## src/rtl/latch_sr_pkg.sv

```systemverilog
`default_nettype none
// ============================================================================
//  Module   : latch_sr_pkg
//  Purpose  : Request encoding and next-state resolution shared by the
//             magnetron-enable SR storage bank.
//  Revision : 1.0 - initial release
// ============================================================================
package latch_sr_pkg;

    // Request encodings, indexed as {set, reset}
    localparam logic [1:0] SR_HOLD = 2'b00;
    localparam logic [1:0] SR_SET  = 2'b10;
    localparam logic [1:0] SR_CLR  = 2'b01;
    localparam logic [1:0] SR_BOTH = 2'b11;

    // Next value of one cell. A simultaneous set and reset resolves to
    // the complement of the dominance selector: reset-dominant gives 0.
    function automatic logic next_state(
        input logic       q,
        input logic [1:0] req,
        input logic       reset_dominant
    );
        logic r_nxt;
        r_nxt = q;
        case (req)
            SR_HOLD: r_nxt = q;
            SR_SET:  r_nxt = 1'b1;
            SR_CLR:  r_nxt = 1'b0;
            SR_BOTH: r_nxt = ~reset_dominant;
            default: r_nxt = q;
        endcase
        return r_nxt;
    endfunction

endpackage : latch_sr_pkg
`default_nettype wire

```

## src/rtl/latch_sr_cell.sv

```systemverilog
`default_nettype none
// ============================================================================
//  Module   : latch_sr_cell
//  Purpose  : One clocked SR storage bit with conflict flag and change pulse.
//  Revision : 1.0 - initial release
// ============================================================================
module latch_sr_cell
    import latch_sr_pkg::*;
#(
    parameter bit RESET_DOMINANT = 1'b1,
    parameter bit INIT           = 1'b0
) (
    input  logic clk,
    input  logic rst,
    input  logic set,
    input  logic reset,
    output logic q,
    output logic conflict,
    output logic changed
);

    logic r_q;
    logic r_conflict;
    logic r_changed;
    logic w_q_next;

    // Resolve this edge's request against the currently stored value
    assign w_q_next = next_state(r_q, {set, reset}, RESET_DOMINANT);

    // State, conflict flag and change pulse all register on the same edge
    always_ff @(posedge clk or posedge rst) begin
        if (rst) begin
            r_q        <= INIT;
            r_conflict <= 1'b0;
            r_changed  <= 1'b0;
        end else begin
            r_q        <= w_q_next;
            r_conflict <= set & reset;
            r_changed  <= w_q_next ^ r_q;
        end
    end

    assign q        = r_q;
    assign conflict = r_conflict;
    assign changed  = r_changed;

endmodule : latch_sr_cell
`default_nettype wire

```

## src/rtl/latch_sr.sv

```systemverilog
`default_nettype none
// ============================================================================
//  Module   : latch_sr
//  Purpose  : Bank of WIDTH independent clocked SR cells holding the
//             magnetron-enable state, with complemented output.
//  Revision : 1.0 - initial release
// ============================================================================
module latch_sr
    import latch_sr_pkg::*;
#(
    parameter int               WIDTH          = 1,
    parameter bit               RESET_DOMINANT = 1'b1,
    parameter logic [WIDTH-1:0] INIT           = '0
) (
    input  logic             clk,
    input  logic             rst,
    input  logic [WIDTH-1:0] set,
    input  logic [WIDTH-1:0] reset,
    output logic [WIDTH-1:0] Q,
    output logic [WIDTH-1:0] Q_n,
    output logic [WIDTH-1:0] conflict,
    output logic [WIDTH-1:0] changed
);

    // One cell per bit; bits never interact
    generate
        for (genvar gi = 0; gi < WIDTH; gi++) begin : g_cell
            latch_sr_cell #(
                .RESET_DOMINANT (RESET_DOMINANT),
                .INIT           (INIT[gi])
            ) u_cell (
                .clk      (clk),
                .rst      (rst),
                .set      (set[gi]),
                .reset    (reset[gi]),
                .q        (Q[gi]),
                .conflict (conflict[gi]),
                .changed  (changed[gi])
            );
        end
    endgenerate

    // Complement follows the register directly, including during reset
    assign Q_n = ~Q;

endmodule : latch_sr
`default_nettype wire

```

## config.mk

```make
export PLATFORM = sky130hd
export DESIGN_NAME = latch_sr
export DESIGN_NICKNAME = d
export VERILOG_FILES = /design/src/rtl/latch_sr_pkg.sv /design/src/rtl/latch_sr_cell.sv /design/src/rtl/latch_sr.sv
export SDC_FILE = /design/constraint.sdc
export NUM_CORES = 1
export LEC_CHECK = 0
export BUFFER_PORTS_ARGS = -buffer_cell sky130_fd_sc_hd__clkbuf_2
export CORE_AREA = 2 2 39 41
export CTS_BUF_LIST = sky130_fd_sc_hd__clkbuf_16
export CTS_CLUSTER_DIAMETER = 100
export DETAILED_ROUTE_END_ITERATION = 8
export DIE_AREA = 0 0 41 43
export PLACE_DENSITY = 0.3
export SYNTH_ARGS = -nofsm -noshare
export SYNTH_HDL_FRONTEND = slang
export SYNTH_SLANG_ARGS = --single-unit
export TNS_END_PERCENT = 20
```

## constraint.sdc

```tcl
create_clock -name clk -period 0.8 [get_ports clk]
set_clock_uncertainty 0.05 [all_clocks]
set_input_delay 0.12 -clock clk [delete_from_list [all_inputs] [get_ports clk]]
set_output_delay 0.12 -clock clk [all_outputs]
set_load 0.03 [all_outputs]
```

---- Word level (Yosys, flattened, before mapping) ----
Cells that the tools add are included.
word-level totals
  register bits after elaboration ......... 3
  input bits .............................. 4
  output and inout bits ................... 4
  logic and storage cells ................. 12
cells by class
  eq/ne operators ......................... 3
  mux-type cells .......................... 1
  bitwise logic cells ..................... 3
  reductions and logical operators ........ 2
operators by type and width
  kind                                                                   number
  2-bit equality test, second input constant                             2
  1-bit one-hot mux with 3 select lines                                  1
  2-bit by 1-bit equality test with 1-bit output, second input constant  1
  2-bit logical NOT                                                      1
  2-bit OR reduction                                                     1
  1-bit AND                                                              1
  1-bit NOT                                                              1
  1-bit bitwise XOR                                                      1

---- Logic depth before layout (Yosys ltp) ----
Gate-level depths: netlist (run 1).
  depth in word-level cells ............... 4
  mapped depth ............................ 2
  depth with buffers taken out ............ 2

---- By module ----
Synthesis (run 1) repeated with hierarchy kept, for this count alone.
second synthesis, totals
  cells, all modules ...................... 11
  area total of the unflattened synthesis .. 116.4 um^2
modules (own cells, without submodules)
  module         times used  cells an instance  area an instance (um^2)  sequential area each (um^2)
  latch_sr_cell  1           10                 112.6                    75.1
  latch_sr       1           1                  3.8                      0.0

---- Worst setup path before layout (run 1) ----
Ideal clock, no wire load.
  path type ............................... reg-to-output
  from .................................... reg g_cell[0].u_cell.r_q
  to ...................................... out Q_n
  arrival ................................. 781 ps
  required time ........................... 630 ps
  setup slack ............................. -151 ps
  cell stages (with the launch flop) ...... 2
  path buffers ............................ 0
  path through ............................ dfrtp_1 inv_1
between the ends
  longest elaborated chain between the ends .. 1
ends and longest elaborated chain
  element                 RTL line             text
  from (decl)             latch_sr_cell.sv:22  logic r_q;
  from (signal assigned)  latch_sr_cell.sv:37  r_q <= w_q_next;
  1-bit NOT               latch_sr.sv:44       assign Q_n = ~Q;
  to (decl)               latch_sr.sv:20       output logic [WIDTH-1:0] Q_n,
Every way passes these cells.

---- Worst setup path after layout (run 1) ----
  from .................................... reg g_cell[0].u_cell.r_q
  to ...................................... out Q
RTL lines
  element    RTL line        text
  to (decl)  latch_sr.sv:19  output logic [WIDTH-1:0] Q,
No word-level cell between the ends.

==> results.toml, run 1 <==
[run_status]
status = "complete, but fails checks"
violations = "negative setup slack"

[routing]
top_layer_used = "met4"
wl_met1_um = 89
via_count = 124
drt_iter0_markers = 0
drt_pass1_iterations = 1
vias_per_cell = 3.02
avgRoutedWirePerCell_um = 7.93
wl_met3_um = 71
detail-route-antenna-nets = 0
remaining_drc_errors = 0
wl_um = 325
dr_wl_met2_um = 141

[logic_synthesis]
synth_top_family_by_area = "simple AND/OR/NAND/NOR gates"
synth_largest_area_cell = "dfrtp_1"
yosys.area_share.simple_pct = 21.5
yosys_warnings = 0
synth.yosys.seq_area_share_pct = 64.5
avgSynthCellArea_um2 = 10.6
netlist_area_um2 = 116
synthAdderAreaFrac_pct = 0
synth.area.top_cells = "dfrtp_1, o21ai_2, and2_2"
synth_top_area_share_pct = 64.5
synth.distinct_cells = 7
synth_compound_area_share_pct = 7.53
ys_ff_latch = 3
synthMuxAreaShare_pct = 0
synth_xor_area_share_pct = 0
syn_nets = 15
synth_cells = 11

[sta]
tightest_slew_ps = 107
hold_viol_final = 0
fin_crit_ps = 977
worst_slack_ps = -177
maxSlewHeadroom_pct = 92.9
fmax_mhz = 1020
drv_slew = 0
finalCritPeriodShare_pct = 122
finalSetupViolations = 6
rsz0062_at_grt = "true"

[floorplanning]
die-area_mm2 = 0.00176
num_rows = 14
num_io_pins = 8
core_mm2 = 0.00138
die_h_um = 43
start_util_pct = 8.41
dieWidth_um = 41

[worst_setup_path]
crit_required_ps = 630
crit_buf_inv = 1
critical_path_class = "flop to output port"
crit_path_max_incr_delay_ps = 400
path_cells = "clkbuf_4"
critPathCaptureType = "output port"
path_max_fanout = 3
critPathLaunchType = "flop"
worstPathArrival_ps = 810
crit_start = "g_cell[0].u_cell.q"
crit_path_top_delay_cell = "dfrtp_2"
path_delay_family = "flip-flops"
worstReg2RegStart = "g_cell[0].u_cell.q"

[pwr]
ir_worst_vdd_v = 0.000658
power-per-cell-area_mw_per_mm2 = 3370
cellLeakagePower_nw = 0.156

[cells_and_area]
final_cells = 41
final_cell_mix = "clkbuf_16, clkbuf_2, buf_8"
antenna_cells = 0
utilization_pct = 22.9
drive_above_1_share_pct = 68.0
n_fill_cell = 154
fin_nets = 30
area_growth_pct = 172

[global_route]
gr-total-overflow = 0
grt_max_degree = 5
track_usage_pct = 5.73
grt_pass1_wl_um = 496
grt_pass1_vias = 117
antenna_found_initial = 0

[clock_tree]
root_buffer = "clkbuf_16"
clkLatencyLatePin_ps = 220
cts_tree = "done"
cts_buffers = 3
htreeDepth = 1
cts_num_sinks = 3
clkSlewWorstSetupHoldPaths_ps = 30
cts.path.max_buffers = 2

[min_path]
worstHoldStart = "reset"
hp-class = "input port to flop"

[placed_design]
portBuffers = 7
pre_cts_ws_ps = -26.2
place.gp.congestion = 0.536
placed_cells = 35

[flow_run]
maxCapViolations = 0
cell usage after synthesis, drive strengths merged:
cell type,count
o21ai,1
dfrtp,3
nand2b,1
inv,2
nor2,2
nand2,1
and2,1
per-stage QoR:
step	TNS [ps]	power [mW]	hold slack, ps	area [µm²]
after CTS	-744	1.07	37.7	305
after floorplan	-8.72	0.216	-176	118
after global placement	-39.8	0.248	-78.9	180
final	-677	1.07	38.3	317
after detailed placement	-42.0	0.248	-81.5	180
after global routing	-816	1.11	59.5	317
cell families after synthesis:
logic type | count (synthesis)
AO/OA/AOI/OAI | 1
AND/OR/NAND/NOR | 5
flip-flops | 3
buffers and inverters | 2
cell type report:
class | instances | area [µm²] | share of cell area, %
Clock inverter | 1 | 3.75 | 1.19
Timing Repair Buffer | 10 | 92.6 | 29.2
Inverter | 2 | 7.51 | 2.37
Multi-Input combinational cell | 6 | 41.3 | 13.0
Clock buffer | 3 | 75.1 | 23.7
Sequential cell | 3 | 76.3 | 24.1
Tap cell | 16 | 20.0 | 6.32
path summary, 6_finish.rpt:
path	slack (ps)	depth (start not counted)	end
worst max-delay path	-180	1	Q
worst min-delay path	40	2	g_cell[0].u_cell.q
worst max register to register	-110	3	g_cell[0].u_cell.changed
min in group asynchronous	240	3	g_cell[0].u_cell.changed
worst min register to register	590	3	g_cell[0].u_cell.q
max in group asynchronous	320	3	g_cell[0].u_cell.q
timing repair:
action	4_1_cts	5_1_grt
endpoints found under the setup margin	5	6
hold endpoints to repair	3	0
gates resized for setup	7	5
pin swaps	2	0
buffers inserted	1	0
hold buffers	1	0
report_power, final:
group          internal [mW]  switching, mW
Combinational         0.0575         0.0565
Sequential             0.164        0.00690
Clock                  0.645          0.138
Total                  0.866          0.202
flip-flops by register name, indices dropped and copies added, names as in the netlist:
signal and cells:
g_cell.u_cell.changed 1, g_cell.u_cell.conflict 1, g_cell.u_cell.q 1
layer usage:
metal,vias up,global-route usage [%]
met4,0,10.0
met1,51,3.87
met3,4,6.81
met5,-,0
met2,10,5.31
li1,59,-
No activity file was read; power rests on OpenSTA's default activity.
==> run 2: changes to the inputs <==
==> constraint.sdc (replaced) <==
create_clock -name clk -period 0.8 [get_ports clk]
set_clock_uncertainty 0.05 [all_clocks]
set_input_delay 0.08 -clock clk [delete_from_list [all_inputs] [get_ports clk]]
set_output_delay 0.08 -clock clk [all_outputs]
set_load 0.03 [all_outputs]
==> run 2 against run 1 <==
Compared with the run above: the run still ends with negative setup slack left; die area unchanged; count of clock-buffer cells in the layout is the same; routed wire length shrank 2.2%; register-to-register slack improved by 50 ps; worst hold slack better by 23 ps; cell area is 0.79% lower; worst setup slack improved by 32 ps; sequential share of layout area rose by 0.19 points; first-iteration DRC count is the same; utilization is 0.18 points lower; combinational power down 4%; clock power about the same.
==> results.toml, run 2 (synthesis results as in run 1) <==
[worst_setup_path]
reg2reg_to = "g_cell[0].u_cell.q"
reg2reg_depth = 3
crit_end = "Q"
worstPathArrival_ps = 810
crit_path_max_incr_delay_ps = 410
path_delay_family = "flip-flops"
path_max_fanout = 3
crit_start = "g_cell[0].u_cell.q"
critPathCaptureType = "output port"
crit_path_top_delay_cell = "dfrtp_2"
r2r_slack_ps = -60
critical_path_class = "flop to output port"
critPathLaunchType = "flop"
crit_buf_inv = 1
cp.depth = 1
worstReg2RegStart = "g_cell[0].u_cell.q"
crit_required_ps = 670
path_cells = "clkbuf_4"

[placed_design]
place.gp.congestion = 0.537
placed_cell_area_um2 = 173
portBuffers = 7
hpwlAfterDp_um = 218

[clock_tree]
clkSlewWorstSetupHoldPaths_ps = 30
clkLatencyLatePin_ps = 220
htreeDepth = 1
cts.path.max_buffers = 2
cts_num_sinks = 3
root_buffer = "clkbuf_16"
cts_tree = "done"
cts_buffers = 3

[sta]
tightest_slew_ps = 117
worst_slack_ps = -145
finalSetupViolations = 6
fin_crit_ps = 945
finalCritPeriodShare_pct = 118
hold_viol_final = 0
rsz0062_at_grt = "true"
fmax_mhz = 1060
drv_slew = 0
maxSlewHeadroom_pct = 92.2

[pwr]
power-per-cell-area_mw_per_mm2 = 3380
ir_worst_vdd_v = 0.000915
cellLeakagePower_nw = 0.155
power.total_mw = 1.06

[cells_and_area]
fin_nets = 30
n_fill_cell = 145
drive_above_1_share_pct = 64.0
antenna_cells = 0
final_cell_mix = "clkbuf_16, clkbuf_2, buf_8"
area_growth_pct = 170
final_cell_area_um2 = 314
regArea_um2 = 76.3
multi_input_area_um2 = 36.3

[min_path]
hp-class = "input port to flop"
worstHoldStart = "reset"

[floorplanning]
num_io_pins = 8
start_util_pct = 8.41
core_mm2 = 0.00138
num_rows = 14
dieWidth_um = 41
die_h_um = 43
die-area_mm2 = 0.00176

[routing]
vias_per_cell = 2.83
detail-route-antenna-nets = 0
drt_iter0_markers = 0
remaining_drc_errors = 0
avgRoutedWirePerCell_um = 7.76
via_count = 116
drt_pass1_iterations = 1
wl_um = 318

[global_route]
track_usage_pct = 5.82
grt_pass1_wl_um = 558
grt_max_degree = 5
gr-total-overflow = 0
antenna_found_initial = 0
grt_pass1_vias = 139

[flow_run]
maxCapViolations = 0

[run_status]
status = "complete, but fails checks"
violations = "negative setup slack"
[run 2: changes by cell type in the layout (fill, tap and decap cells not counted)]
cell,change
nor2_4,-1
buf_4,-1
nand2_1,-1
dlygate4sd3_1,+1
nor2_1,+1
nand2_2,+1
[run 2: worst min path at each step]
stage	endpoint	slack, ps	cells past startpoint
2_1_floorplan	g_cell[0].u_cell.changed	-220	1
3_3_place_gp	g_cell[0].u_cell.changed	-120	2
3_5_place_dp	g_cell[0].u_cell.conflict	-120	2
4_1_cts	g_cell[0].u_cell.changed	60	3
5_1_grt	g_cell[0].u_cell.changed	100	3
6_report	g_cell[0].u_cell.changed	60	3
[run 2: through the flow]
| step | std cells | setup TNS, ps | worst slack [ps] | hold WS [ps] | util [%] |
|---|---|---|---|---|---|
| 2_1_floorplan | 11 | -2.21 | -2.21 | -216 | - |
| 3_3_place_gp | 34 | 0 | 7.96 | -117 | 12.5 |
| 3_5_place_dp | 34 | 0 | 1.88 | -120 | 12.5 |
| 4_1_cts | 41 | -564 | -163 | 62.1 | 22.2 |
| 5_1_grt | 41 | -666 | -165 | 101 | 22.7 |
| 6_report | 41 | -490 | -145 | 61.3 | 22.7 |
[run 2: cell type report]
type	count	area share (%)
timing repair buffer	10	30.3
multi-input combinational	6	11.6
inverter	2	2.39
clock inverter	1	1.20
sequential	3	24.3
clock buffer	3	23.9
tap	16	6.37
[run 2: power by group]
part / switching (mW) / internal, mW / leakage, nW
logic: 0.0544 / 0.0551 / 0.0758
clock network: 0.135 / 0.644 / 0.0423
registers: 0.00768 / 0.164 / 0.0368
total: 0.198 / 0.863 / 0.155
[run 2: routing by layer]
metal	routed length (µm)	vias up	GRT usage, %
met2	106	10	5.94
li1	-	62	-
met4	11	0	6.00
met3	53	2	6.28
met1	146	42	5.79
met5	0	-	0
[run 2: what timing repair did]
item,4_1_cts,5_1_grt
endpoints found under the setup margin,4,6
endpoints found under the hold margin,4,0
setup buffers,1,0
hold buffers,2,0
pin swaps,0,0
resized for setup,7,4
==> run 3: changes to the inputs <==
--- a/config.mk
+++ b/config.mk
@@ -9,6 +9,7 @@
 export CORE_AREA = 2 2 39 41
 export CTS_BUF_LIST = sky130_fd_sc_hd__clkbuf_16
 export CTS_CLUSTER_DIAMETER = 100
+export CTS_CLUSTER_SIZE = 40
 export DETAILED_ROUTE_END_ITERATION = 8
 export DIE_AREA = 0 0 41 43
 export PLACE_DENSITY = 0.3
==> constraint.sdc (replaced) <==
create_clock -name clk -period 1.16 [get_ports clk]
set_clock_uncertainty 0.05 [all_clocks]
set_input_delay 0.116 -clock clk [delete_from_list [all_inputs] [get_ports clk]]
set_output_delay 0.116 -clock clk [all_outputs]
set_load 0.03 [all_outputs]
==> run 3 against run 2 <==
Compared with the run above: the flow now finishes without violations; sequential share of layout area up 4.5 points; critical path depth is 1 higher; utilization down 3.9 points; clock power is 31% lower; register-to-register slack better by 490 ps; cell count shrank 4.9%; critical endpoint is now Q_n; largest cell class is now clock buffers and inverters.
==> results.toml, run 3 (synthesis results as in run 1) <==
[worst_setup_path]
critical_path_class = "flop to output port"
worstPathArrival_ps = 900
reg2reg_depth = 2
r2r_slack_ps = 430
path_max_fanout = 5
reg2reg_to = "g_cell[0].u_cell.q"
worstReg2RegStart = "g_cell[0].u_cell.q"
critPathCaptureType = "output port"
path_cells = "inv_1 > clkbuf_2"
critPathLaunchType = "flop"
crit_path_max_incr_delay_ps = 410
crit_required_ps = 990
crit_path_top_delay_cell = "dfrtp_1"

[min_path]
whs_path_depth = 2
whs_endpoint = "g_cell[0].u_cell.q"
hp-class = "input port to flop"
worstHoldStart = "reset"

[clock_tree]
clkSlewWorstSetupHoldPaths_ps = 30
clkLatencyLatePin_ps = 220
cts_tree = "done"
ctsResizeCount = 0
cts_buffers = 3
root_buffer = "clkbuf_16"
cts_num_sinks = 3
cts.path.max_buffers = 2
htreeDepth = 1

[flow_run]
maxCapViolations = 0

[sta]
finalSetupViolations = 0
finalCritPeriodShare_pct = 92.0
whs_ps = 44.1
rsz0062_at_grt = "false"
maxSlewHeadroom_pct = 88.4
hold_viol_final = 0
fin_crit_ps = 1070
fmax_mhz = 937
tightest_slew_ps = 174
setup_tns_ps = 0
drv_slew = 0

[cells_and_area]
fin_nets = 28
final_cell_mix = "clkbuf_2, inv_1, clkbuf_16, dfrtp_1, nor2_1"
area_growth_pct = 124
final_cells = 39
drive_above_1_share_pct = 52.2
final_common_cell = "clkbuf_2"
n_fill_cell = 151
utilization_pct = 18.8
antenna_cells = 0
final_cell_area_um2 = 260

[floorplanning]
num_rows = 14
core_mm2 = 0.00138
dieWidth_um = 41
num_io_pins = 8
die-area_mm2 = 0.00176
start_util_pct = 8.41
die_h_um = 43

[routing]
drt_pass1_iterations = 1
vias_per_cell = 2.72
remaining_drc_errors = 0
detail-route-antenna-nets = 0
wl_um = 299
drt_iter0_markers = 0
via_count = 106
avgRoutedWirePerCell_um = 7.67

[global_route]
antenna_found_initial = 0
track_usage_pct = 4.62
grt_max_degree = 6
grt_pass1_wl_um = 407
grt_pass1_vias = 115
gr-total-overflow = 0

[placed_design]
portBuffers = 7
place.gp.congestion = 0.449
placed_cell_area_um2 = 171
hpwlAfterDp_um = 204
placed_cells = 34

[run_status]
status = "finished, final reports clean"

[pwr]
ir_worst_vdd_v = 0.000453
cellLeakagePower_nw = 0.137
power-per-cell-area_mw_per_mm2 = 2700
==> run 3: cell types whose count changed in the layout (fill, tap and decap cells not counted), sizes merged <==
cell         before  now
buf               4    0
clkbuf            7   10
dlygate4sd3       2    1
==> run 3: per-stage QoR <==
step,total power [mW],setup slack (ps)
final,0.702,93.2
after global routing,0.733,34.0
after CTS,0.714,86.3
after detailed placement,0.166,325
after global placement,0.167,328
after floorplan,0.148,213
==> run 3: worst max-delay path by stage <==
| stage | startpoint | to | slack (ps) | cells past startpoint |
|---|---|---|---|---|
| final | g_cell[0].u_cell.q | Q_n | 90 | 2 |
| after global routing | g_cell[0].u_cell.q | Q_n | 30 | 2 |
| after CTS | g_cell[0].u_cell.q | Q_n | 90 | 2 |
| after detailed placement | g_cell[0].u_cell.q | Q_n | 320 | 2 |
| after global placement | g_cell[0].u_cell.q | Q_n | 330 | 2 |
| after floorplan | g_cell[0].u_cell.q | Q_n | 210 | 1 |
==> run 3: power breakdown <==
part	internal (mW)	switching [mW]	total [mW]	leakage, nW
Combinational	0.0174	0.0334	0.0508	0.0569
Clock	0.444	0.0907	0.535	0.0423
Sequential	0.112	0.00427	0.117	0.0380
Total	0.574	0.128	0.702	0.137
==> run 3: worst max-delay path, delay by kind of cell (launching register included) <==
family / cells / cell delay [ps]
buf+inv: 2 / 260
flops: 1 / 410
==> run 3: area by class of cell <==
cell class              instances  area [µm²]  share of cell area (%)
clock inverters                 1        3.75                    1.44
clock buffers                   3        75.1                    28.8
repair buffers                  8        45.0                    17.3
inverters                       2        7.51                    2.88
flip-flops and latches          3        75.1                    28.8
multi-input cells               6        33.8                    13.0
well taps                      16        20.0                    7.69
==> run 3: what timing repair did <==
action,in CTS,in global routing
endpoints found under the setup margin,0,0
buffers inserted,0,0
endpoints found under the hold margin,3,0
hold buffers,1,0
==> run 3: routing by layer <==
metal	up-vias	track usage, %	share of wire [%]
met3	0	4.71	18
met5	-	0	0
li1	55	-	-
met4	0	8.00	0
met2	8	5.31	44
met1	43	2.57	38
